[src/rtl/div_32_pkg.sv]
// Shared constants and types for the 32-bit sequential restoring divider.
package div_pkg;

    localparam int DIV_W    = 32;
    localparam int DIV_ITER = 32;
    localparam int CNT_W    = 6;

    localparam logic [DIV_W-1:0] DIV0_QUOT = 32'hFFFF_FFFF;

    typedef enum logic {
        IDLE,
        BUSY
    } state_e;

endpackage : div_pkg

[src/rtl/div_32_if.sv]
// Request/result bundle between the execute stage and the divider.
interface div_32_if;
    import div_pkg::*;

    logic             start;
    logic [DIV_W-1:0] a;
    logic [DIV_W-1:0] b;
    logic             done;
    logic [DIV_W-1:0] c;
    logic [DIV_W-1:0] d;

    modport master (output start, a, b, input  done, c, d);
    modport slave  (input  start, a, b, output done, c, d);

endinterface : div_32_if

[src/rtl/div_32_step.sv]
// One combinational restoring-division iteration: shift in the next dividend bit,
// trial-subtract the divisor, keep the difference only when it is non-negative.
module div_step
    import div_pkg::*;
(
    input  logic [DIV_W:0]   rem_i,
    input  logic             msb_i,
    input  logic [DIV_W-1:0] dvs_i,
    output logic [DIV_W:0]   rem_o,
    output logic             q_o
);

    // One extra bit above the shifted remainder carries the borrow of the trial subtract.
    logic [DIV_W+1:0] diff;

    always_comb begin
        diff  = {rem_i, msb_i} - {2'b00, dvs_i};
        q_o   = ~diff[DIV_W+1];
        rem_o = q_o ? diff[DIV_W:0] : {rem_i[DIV_W-1:0], msb_i};
    end

endmodule : div_step

[src/rtl/div_32.sv]
// Unsigned 32-bit radix-2 restoring divider, one quotient bit per clock, with a
// one-cycle done pulse and results held until the next completion.
module div_32
    import div_pkg::*;
(
    input  logic     clk,
    input  logic     rst,
    div_32_if.slave  bus
);

    state_e           state_q, state_d;
    logic [CNT_W-1:0] cnt_q,   cnt_d;
    logic [DIV_W:0]   rem_q,   rem_d;
    logic [DIV_W-1:0] quo_q,   quo_d;
    logic [DIV_W-1:0] dvs_q,   dvs_d;
    logic [DIV_W-1:0] c_q,     c_d;
    logic [DIV_W-1:0] d_q,     d_d;
    logic             done_q,  done_d;

    logic [DIV_W:0]   step_rem;
    logic             step_q;

    div_step u_step (
        .rem_i (rem_q),
        .msb_i (quo_q[DIV_W-1]),
        .dvs_i (dvs_q),
        .rem_o (step_rem),
        .q_o   (step_q)
    );

    // NOTE: every next-state signal gets its hold value first, so no path leaves one unassigned and no latch is inferred.
    always_comb begin
        state_d = state_q;
        cnt_d   = cnt_q;
        rem_d   = rem_q;
        quo_d   = quo_q;
        dvs_d   = dvs_q;
        c_d     = c_q;
        d_d     = d_q;
        done_d  = 1'b0;

        unique case (state_q)
            IDLE: begin
                if (bus.start) begin
                    if (bus.b == '0) begin
                        c_d    = DIV0_QUOT;
                        d_d    = bus.a;
                        done_d = 1'b1;
                    end else begin
                        quo_d   = bus.a;
                        dvs_d   = bus.b;
                        rem_d   = '0;
                        cnt_d   = '0;
                        state_d = BUSY;
                    end
                end
            end
            BUSY: begin
                rem_d = step_rem;
                quo_d = {quo_q[DIV_W-2:0], step_q};
                cnt_d = cnt_q + 1'b1;
                if (cnt_q == CNT_W'(DIV_ITER - 1)) begin
                    c_d     = {quo_q[DIV_W-2:0], step_q};
                    d_d     = step_rem[DIV_W-1:0];
                    done_d  = 1'b1;
                    state_d = IDLE;
                end
            end
            default: state_d = IDLE;
        endcase
    end

    // NOTE: state is updated with non-blocking assignments so every register samples pre-edge values.
    always_ff @(posedge clk or posedge rst) begin
        if (rst) begin
            state_q <= IDLE;
            cnt_q   <= '0;
            rem_q   <= '0;
            quo_q   <= '0;
            dvs_q   <= '0;
            c_q     <= '0;
            d_q     <= '0;
            done_q  <= 1'b0;
        end else begin
            state_q <= state_d;
            cnt_q   <= cnt_d;
            rem_q   <= rem_d;
            quo_q   <= quo_d;
            dvs_q   <= dvs_d;
            c_q     <= c_d;
            d_q     <= d_d;
            done_q  <= done_d;
        end
    end

    assign bus.done = done_q;
    assign bus.c    = c_q;
    assign bus.d    = d_q;

endmodule : div_32

[src/flat_wrapper.sv]
// flat-port wrapper written by rule: the top's interface ports become plain ports
module div_32_flat import div_pkg::*;
  (clk, rst, bus_start, bus_a, bus_b, bus_done, bus_c, bus_d);
  div_32_if bus_i ();
  input  logic clk;
  input  logic rst;
  input wire logic [$bits(bus_i.start)-1:0] bus_start;
  input wire logic [$bits(bus_i.a)-1:0] bus_a;
  input wire logic [$bits(bus_i.b)-1:0] bus_b;
  output wire logic [$bits(bus_i.done)-1:0] bus_done;
  output wire logic [$bits(bus_i.c)-1:0] bus_c;
  output wire logic [$bits(bus_i.d)-1:0] bus_d;
  assign bus_i.start = bus_start;
  assign bus_i.a = bus_a;
  assign bus_i.b = bus_b;
  assign bus_done = bus_i.done;
  assign bus_c = bus_i.c;
  assign bus_d = bus_i.d;
  div_32 u_core (.clk(clk), .rst(rst), .bus(bus_i));
endmodule
[config.mk]
export PLATFORM = sky130hd
export DESIGN_NAME = div_32_flat
export DESIGN_NICKNAME = d
export VERILOG_FILES = /design/src/rtl/div_32_pkg.sv /design/src/rtl/div_32_if.sv /design/src/rtl/div_32_step.sv /design/src/rtl/div_32.sv /design/src/flat_wrapper.sv
export SDC_FILE = /design/constraint.sdc
export NUM_CORES = 1
export LEC_CHECK = 0
export CORE_MARGIN = 10
export CORE_UTILIZATION = 50
export CTS_CLUSTER_SIZE = 14
export DETAILED_ROUTE_END_ITERATION = 8
export PLACE_DENSITY_LB_ADDON = 0.15
export SYNTH_ARGS = -nofsm -noshare
export SYNTH_HDL_FRONTEND = slang
export SYNTH_SLANG_ARGS = --single-unit
[constraint.sdc]
create_clock -name clk -period 14 [get_ports clk]
set_clock_uncertainty 0.15 [all_clocks]
set_input_delay 2.8 -clock clk [delete_from_list [all_inputs] [get_ports clk]]
set_output_delay 2.8 -clock clk [all_outputs]
set_load 0.03 [all_outputs]
==> flow_summary.json, run 1 <==
{
  "ys_warn_count": 0,
  "grt_pass1_vias": 7389,
  "drtIter0Drc": 489,
  "rrSetupSlack_ns": 10.34,
  "antenna_cells": 0,
  "core_mm2": 0.01784,
  "vias": 7191,
  "setup_viol": 0,
  "reg2reg_from": "u_core.quo_q[31]$_DFFE_PP0P_",
  "cp.arrival_ns": 5.97,
  "powerDensity_mw_per_mm2": 238.7,
  "antenna_found_initial": 0,
  "p_leak_nw": 4.918,
  "insertion_delay_ns": 0.43,
  "synth.area.top_cells": "dfrtp_1, mux2i_1, mux2_2",
  "tritoncts": "done",
  "seq_area_mm2": 0.004230,
  "max_freq_ghz": 0.1729,
  "die_w_um": 154.4,
  "reg2reg_depth": 13,
  "post_cts_resized": 0,
  "port_buffers": 131,
  "num_rows": 49,
  "finalPower_mw": 2.646,
  "slew-limit-headroom_pct": 28.29,
  "clk_root_buffer_cell": "clkbuf_16",
  "clkTransAtPathRegs_ns": 0.07,
  "crit_path_max_incr_delay_ns": 0.79,
  "syn_inst": 913,
  "htreeDepth": 4,
  "avgSynthCellArea_um2": 9.886,
  "cp-end-kind": "flop",
  "fillers": 1494,
  "syn-cell-area_mm2": 0.009026,
  "r2r-end": "u_core.rem_q[32]$_DFFE_PP0P_",
  "ys_types": 57,
  "overflow": 0,
  "hold_path_startpoint": "u_core.bus.c[20]$_DFFE_PP0P_",
  "track_usage_pct": 19.70,
  "power_frac_seq_pct": 29.7,
  "wl_per_cell_um": 18.64,
  "top_usage_layer": "met2",
  "start_kind": "input port",
  "hold_path_depth": 1,
  "criticalPathCategory": "input port to flop",
  "clockBufferDepth": 2,
  "met1_usage_pct": 24.14,
  "path_cells": "clkdlybuf4s50_1, nor4_1, nand4_1, nor2_1, a31oi_2, buf_4, inv_2, o21ai_0, o21ai_0",
  "synth_top_area_share_pct": 46.85,
  "post_drt_via_cell_ratio": 5.716,
  "synth-edff-count": 0,
  "worstPathRequired_ns": 14.19,
  "async_flop_share_pct": 100.0,
  "cts_setup_buffers": 0,
  "synth.yosys.seq_area_share_pct": 46.85,
  "synth_nets": 1014,
  "path_common_cell": "o21ai_0",
  "fin_worst_hold_slack_ns": 0.3411,
  "fin_nets": 1117,
  "internal_power_mw": 1.522,
  "hpwl_um": 16660,
  "critPathTopFamily": "buffers and inverters",
  "drt-pass1-iter-count": 6,
  "gp_congestion": 0.8615,
  "drive_above_1_share_pct": 8.844,
  "cp.buffers_inverters": 3,
  "synthTopCellsByCount": "dfrtp_1, nand2_1, o21ai_0",
  "final.setup.tns_ns": 0,
  "yosysMostFrequentCell": "dfrtp_1",
  "die-area_mm2": 0.02383,
  "cts-buffers-inserted": 17,
  "die_h_um": 154.4,
  "ys_ff_latch": 169,
  "min_to": "u_core.bus.c[20]$_DFFE_PP0P_",
  "initial_core_util_pct": 50.59,
  "hold_violations": 0,
  "p_clk_share_pct": 18.7,
  "irDropWorstVdd_mv": 0.1670,
  "rsz0062_at_grt": "false",
  "area_growth_pct": 22.80,
  "crit_path_max_fanout": 62,
  "worst_pin_slew_ns": 1.067,
  "slew_viol_final": 0,
  "ant_nets": 0,
  "multi_input_area_mm2": 0.004397,
  "wirelength_um": 23450,
  "ios": 132,
  "min_path_type": "flop to flop",
  "synth_top_area_cell": "dfrtp_1",
  "status": "finished, final reports clean",
  "p_switching_mw": 1.124,
  "met2_usage_pct": 33.46,
  "synth_ff_type": "dfrtp_1",
  "drv_cap": 0,
  "swShare_pct": 42.48,
  "slowest_stage": "inv_2",
  "hold_buffers": 0,
  "grt_max_degree": 105,
  "drc": 0,
  "grt_util_met3_pct": 6.018,
  "combPwrFrac_pct": 51.6,
  "grt_pass1_wl_um": 38630,
  "fin_crit_sh_pct": 41.32,
  "period_minus_slack_ns": 5.785,
  "clock-sinks": 169
}
-- area by class of cell --
class                      instances  share of cell area [%]
tap                              229                   2.585
inverter                          45                   1.569
sequential                       169                   38.16
timing repair buffer             139                   12.37
multi-input combinational        644                   39.67
clock inverter                    15                   1.806
clock buffer                      17                   3.838
-- kinds of logic (layout without fill, tap and decap cells) --
family	after synthesis	in the layout	share of synthesized area [%]
DFF	169	169	46.85
buffers and inverters	100	216	4.630
AOI/OAI and AO/OA	267	267	18.62
and+or+nand+nor	218	218	11.16
xor gates and xnor gates	34	34	3.299
adders and majority gates	34	34	4.796
muxes	91	91	10.65
-- routing by layer --
layer | part of all wire (%) | vias to the layer above
li1 | - | 3490
met1 | 42 | 3508
met2 | 50 | 176
met3 | 6.7 | 17
met4 | 0.97 | 0
met5 | 0 | -
-- power by group through the flow --
stage | logic [mW] | clock network (mW) | registers [mW]
floorplan | 0.964 | 0 | 0.838
global placement | 1.34 | 0 | 0.791
detailed placement | 1.37 | 0 | 0.794
CTS | 1.38 | 0.507 | 0.787
global route | 1.53 | 0.526 | 0.809
finish | 1.36 | 0.495 | 0.786
-- worst reg2reg max path, stage by stage, from the launching register on --
cell and delay [ns]:
dfrtp_1 0.46, inv_1 0.09, ha_1 0.16, inv_1 0.06, fa_1 0.42, a211oi_1 0.25, o21ai_0 0.25, o211ai_1 0.35
nand2_1 0.21, a21oi_2 0.27, o211ai_1 0.18, a31oi_1 0.27, mux2i_1 0.11, a311o_1 0.32
-- metrics by stage --
| step | cells | setup WS, ns | area, µm² | utilization, % |
|---|---|---|---|---|
| after floorplan | 913 | 6.475 | 9026 | - |
| after global placement | 1226 | 7.875 | 10460 | 58.62 |
| after detailed placement | 1226 | 7.805 | 10460 | 58.62 |
| after CTS | 1258 | 8.236 | 11080 | 62.13 |
| after global routing | 1258 | 8.062 | 11080 | 62.13 |
| final | 1258 | 8.215 | 11080 | 62.13 |
-- registers in the layout (all words and copies together) (netlist names) --
name,count
u_core.rem_q,33
u_core.quo_q,32
u_core.bus.c,32
u_core.dvs_q,32
u_core.cnt_q,6
u_core.bus.d,32
u_core.bus.done,1
u_core.state_q,1
-- worst max path at each step --
stage                                    to      start  cells after the start  slack, ns
2_1_floorplan   u_core.bus.c[0]$_DFFE_PP0P_        rst                      1       6.47
3_3_place_gp    u_core.dvs_q[2]$_DFFE_PP0P_   bus_b[0]                      8       7.87
3_5_place_dp   u_core.bus.d[23]$_DFFE_PP0P_   bus_b[0]                      9       7.81
4_1_cts        u_core.bus.d[21]$_DFFE_PP0P_   bus_b[0]                      9       8.24
5_1_grt        u_core.bus.d[18]$_DFFE_PP0P_  bus_b[12]                      9       8.06
6_report       u_core.bus.d[23]$_DFFE_PP0P_   bus_b[0]                      9       8.22
-- layout by cell type (no fill, tap or decap), types with 14 or more instances in the layout --
cell             synthesis  routed
nand3_1                 23      23
a21o_1                  15      15
xnor2_1                 19      19
nand2_1                102     102
clkdlybuf4s50_1          0     131
o21ai_1                 15      14
a21oi_1                 53      53
clkbuf_16                0      17
and3_1                  18      18
inv_1                   44      42
mux2i_1                 51      51
xor2_1                  15      15
dfrtp_1                169     168
o21ai_0                 90      90
mux2_2                  40      40
o22a_1                  33      33
nor2_1                  34      34
ha_1                    33      33
Note: power is estimated with default switching activity, not from simulation.
==> inputs of run 2 (changes only) <==
clock period = 5.2 ns   (was 14 ns; I/O delays follow)
==> flow_summary.json, run 2 (same netlist as run 1, synthesis figures left out) <==
{
  "status": "finished, final reports clean",
  "antenna_found_initial": 0,
  "post_drt_via_cell_ratio": 5.708,
  "die_h_um": 154.4,
  "p_leak_nw": 4.918,
  "drv_cap": 0,
  "ios": 132,
  "finalPower_mw": 7.047,
  "fin_nets": 1120,
  "top_register": "u_core.rem_q",
  "final.setup.tns_ns": 0,
  "period_minus_slack_ns": 3.627,
  "grt_max_degree": 105,
  "criticalPathCategory": "flop to flop",
  "drc": 0,
  "rsz0062_at_grt": "false",
  "final_common_cell": "dfrtp_1",
  "fin_worst_hold_slack_ns": 0.3371,
  "initial_core_util_pct": 50.59,
  "drtIter0Drc": 436,
  "die_w_um": 154.4,
  "hold_buffers": 0,
  "overflow": 0,
  "wirelength_um": 23500,
  "wl_per_cell_um": 18.64,
  "hold_violations": 0,
  "worstPathRequired_ns": 5.37,
  "drt-pass1-iter-count": 4,
  "cts-buffers-inserted": 17,
  "post_cts_resized": 0,
  "cp-end-kind": "flop",
  "powerDensity_mw_per_mm2": 635.4,
  "min_path_type": "flop to flop",
  "clk_root_buffer_cell": "clkbuf_16",
  "largest_reg_flops": 33,
  "worst_pin_slew_ns": 1.024,
  "vias": 7198,
  "tritoncts": "done",
  "slew_viol_final": 0,
  "fin_crit_sh_pct": 69.74,
  "drive_above_1_share_pct": 9.012,
  "cp.arrival_ns": 3.79,
  "gp_congestion": 0.9058,
  "die-area_mm2": 0.02383,
  "num_rows": 49,
  "track_usage_pct": 19.62,
  "start_kind": "flop",
  "antenna_cells": 0,
  "grt_pass1_wl_um": 38230,
  "irDropWorstVdd_mv": 0.6488,
  "ant_nets": 0,
  "area_growth_pct": 22.87,
  "cts_setup_buffers": 0,
  "port_buffers": 131,
  "clockBufferDepth": 2,
  "hpwl_um": 17130,
  "crit_path_max_fanout": 4,
  "post-route-util_pct": 62.16,
  "setup_viol": 0,
  "clock-sinks": 169,
  "post-place-ws_ns": 1.160,
  "clkTransAtPathRegs_ns": 0.06,
  "max_freq_ghz": 0.2757,
  "slew-limit-headroom_pct": 31.24,
  "insertion_delay_ns": 0.43,
  "layout_common_cells": "dfrtp_1, clkdlybuf4s50_1, nand2_1, o21ai_0, a21oi_1",
  "grt_pass1_vias": 7288,
  "htreeDepth": 4,
  "fin_ws_ns": 1.573,
  "core_mm2": 0.01784
}
-- run 2: cell count changes in the layout (fill, tap and decap cells not counted), sizes merged --
cell,previous run,this run
clkinv,5,7
clkinvlp,1,3
inv,52,46
buf,8,11
clkbuf,17,19
-- run 2: worst max-delay path, stage by stage, from the launching register on --
cell       delay (ns)
dfrtp_1          0.45
inv_1            0.09
ha_1             0.16
inv_1            0.05
fa_1             0.42
a211oi_1         0.25
o21ai_0          0.21
o211ai_1         0.34
nand2_1          0.21
a21oi_2          0.30
o2111ai_1        0.19
xor2_1           0.17
mux2_2           0.30
o21ba_2          0.21
-- run 2: worst paths after layout --
check	start	end	slack, ns	cells after the start
worst max-delay path	u_core.quo_q[31]$_DFFE_PP0P_	u_core.bus.d[28]$_DFFE_PP0P_	1.57	13
worst min-delay path	u_core.bus.c[19]$_DFFE_PP0P_	u_core.bus.c[19]$_DFFE_PP0P_	0.34	1
worst max register to register	u_core.quo_q[31]$_DFFE_PP0P_	u_core.bus.d[28]$_DFFE_PP0P_	1.57	13
worst min register to register	u_core.bus.c[19]$_DFFE_PP0P_	u_core.bus.c[19]$_DFFE_PP0P_	0.34	1
max in group asynchronous	rst	u_core.state_q$_DFF_PP0_	3.19	3
min in group asynchronous	rst	u_core.bus.c[29]$_DFFE_PP0P_	0.80	2
-- run 2: per-layer routing --
metal | vias up | global-route usage, % | share of wire (%)
li1 | 3490 | - | -
met1 | 3529 | 25.07 | 45
met2 | 151 | 32.42 | 49
met3 | 28 | 4.881 | 4.9
met4 | 0 | 5.218 | 1.6
met5 | - | 0 | 0
-- run 2: cell type report --
cell class	instances	area (µm²)
clock inverters	13	142.6
fillers	1579	6750
flip-flops and latches	169	4230
clock buffers	19	442.9
repair buffers	142	1419
inverters	45	172.7
multi-input cells	644	4397
well taps	229	286.5
-- run 2: stage by stage --
stage / cells / instance area [µm²]
4_1_cts: 1261 / 11090
3_3_place_gp: 1229 / 10510
6_report: 1261 / 11090
3_5_place_dp: 1229 / 10510
2_1_floorplan: 913 / 9030
5_1_grt: 1261 / 11090
-- run 2: report_power, final --
group          total [mW]  leakage [nW]  switching (mW)  internal [mW]
combinational        3.65          2.67            2.06           1.59
clock                1.27         0.284           0.541          0.724
sequential           2.13          1.96           0.362           1.77
==> inputs of run 3 (changes only) <==
clock period = 3.2 ns   (was 5.2 ns; I/O delays follow)
==> flow_summary.json, run 3 (same netlist as run 1, synthesis figures left out) <==
{
  "largest_reg_flops": 33,
  "path_cells": "ha_4, nand2_1, nor4_2, o21ai_2, a21o_1, and2_4, a211oi_4, buf_4, clkbuf_16, mux2i_1, o221ai_1",
  "numPlacedInstances": 1280,
  "slowest_stage": "dfrtp_1",
  "port_buffers": 131,
  "vias": 7497,
  "worst_pin_slew_ns": 0.9210,
  "crit_path_max_incr_delay_ns": 0.47,
  "antenna_found_initial": 0,
  "worstPathRequired_ns": 3.36,
  "finalNonFillerCells": 1316,
  "post-route-util_pct": 66.24,
  "wl_per_cell_um": 18.75,
  "die-area_mm2": 0.02383,
  "finalPower_mw": 12.57,
  "hold_violations": 0,
  "status": "finished, final reports clean",
  "grt_pass1_wl_um": 39520,
  "htreeDepth": 4,
  "post_drt_via_cell_ratio": 5.697,
  "crit_path_max_fanout": 11,
  "ios": 132,
  "layout_common_cells": "dfrtp_1, clkdlybuf4s50_1, nand2_1, o21ai_0, buf_4",
  "powerDensity_mw_per_mm2": 1064,
  "insertion_delay_ns": 0.44,
  "period_minus_slack_ns": 3.102,
  "fin_crit_sh_pct": 96.94,
  "grt_pass1_vias": 7575,
  "cp.arrival_ns": 3.26,
  "drv_cap": 0,
  "area_growth_pct": 30.93,
  "clockBufferDepth": 2,
  "cts-buffers-inserted": 17,
  "track_usage_pct": 20.23,
  "final_common_cell": "dfrtp_1",
  "clkTransAtPathRegs_ns": 0.08,
  "cp-end-kind": "flop",
  "antenna_cells": 0,
  "initial_core_util_pct": 50.59,
  "hold_buffers": 0,
  "top_register": "u_core.rem_q",
  "wirelength_um": 24670,
  "irDropWorstVdd_mv": 0.6614,
  "grt_max_degree": 105,
  "drtIter0Drc": 506,
  "slew_viol_final": 0,
  "core_mm2": 0.01784,
  "num_rows": 49,
  "clk_root_buffer_cell": "clkbuf_16",
  "min_path_type": "flop to flop",
  "max_freq_ghz": 0.3224,
  "tritoncts": "done",
  "slew-limit-headroom_pct": 38.60,
  "die_w_um": 154.4,
  "overflow": 0,
  "ant_nets": 0,
  "hpwl_um": 18100,
  "setup_viol": 0,
  "rsz0062_at_grt": "true",
  "fillers": 1442,
  "drive_above_1_share_pct": 15.92,
  "drt-pass1-iter-count": 5,
  "p_leak_nw": 5.247,
  "gp_congestion": 0.9201,
  "fin_nets": 1175,
  "fin_worst_hold_slack_ns": 0.3388,
  "die_h_um": 154.4,
  "start_kind": "flop",
  "drc": 0,
  "clock-sinks": 169,
  "criticalPathCategory": "flop to flop"
}
## run 3: changes by cell type in the layout (fill, tap and decap cells not counted), sizes merged
cell	delta
buf	+54
inv	+6
clkinv	-3
bufinv	-1
clkbuf	-1
## run 3: path summary, 6_finish.rpt
path	slack [ns]	startpoint	to	cells after the start
max	0.1	u_core.rem_q[8]$_DFFE_PP0P_	u_core.bus.d[9]$_DFFE_PP0P_	11
min	0.34	u_core.bus.c[22]$_DFFE_PP0P_	u_core.bus.c[22]$_DFFE_PP0P_	1
max reg2reg	0.1	u_core.rem_q[8]$_DFFE_PP0P_	u_core.bus.d[9]$_DFFE_PP0P_	11
min reg2reg	0.34	u_core.bus.c[22]$_DFFE_PP0P_	u_core.bus.c[22]$_DFFE_PP0P_	1
max in group asynchronous	1.77	rst	u_core.bus.d[12]$_DFFE_PP0P_	3
min in group asynchronous	0.46	rst	u_core.bus.c[29]$_DFFE_PP0P_	2
## run 3: what timing repair did
action | CTS | global route
setup endpoints to repair | 4 | 49
setup buffers | 0 | 3
cloned | 0 | 1
gates resized for setup | 1 | 32
pin swaps | 0 | 7
## run 3: metrics by stage
stage,setup slack (ns),instance area [µm²],TNS [ns]
floorplan,0.2096,9030,0
global placement,-0.1083,10980,-0.1083
detailed placement,-0.1448,10980,-0.3799
CTS,0.008882,11580,0
global route,-0.03117,11820,-0.1107
finish,0.09784,11820,0
## run 3: layer usage
metal	vias up	GRT usage, %	share of wire [%]
li1	3600	-	-
met1	3695	24.48	43
met2	181	34.76	50
met3	21	5.380	5.6
met4	0	5.353	1.3
met5	-	0	0
## run 3: power by group
group | switching (mW) | internal [mW]
Combinational | 3.67 | 3.30
Clock | 0.985 | 1.12
Sequential | 0.620 | 2.88
## run 3: critical path: cells and delay by family, from the launching register on
family | cells | cell delay, ns
AOI/OAI and AO/OA | 4 | 0.81
adders and majority gates | 1 | 0.32
muxes | 1 | 0.28
buffers and inverters | 2 | 0.34
DFF | 1 | 0.47
and+or+nand+nor | 3 | 0.61
## run 3: area by class of cell
type                            count  area [µm²]  area share [%]
Sequential cell                   169        4230           35.80
Clock buffer                       17       425.4           3.600
Clock inverter                     15       175.2           1.482
Multi-Input combinational cell    644        4587           38.81
Timing Repair Buffer              197        1941           16.42
Tap cell                          229       286.5           2.425
Inverter                           45       172.7           1.461
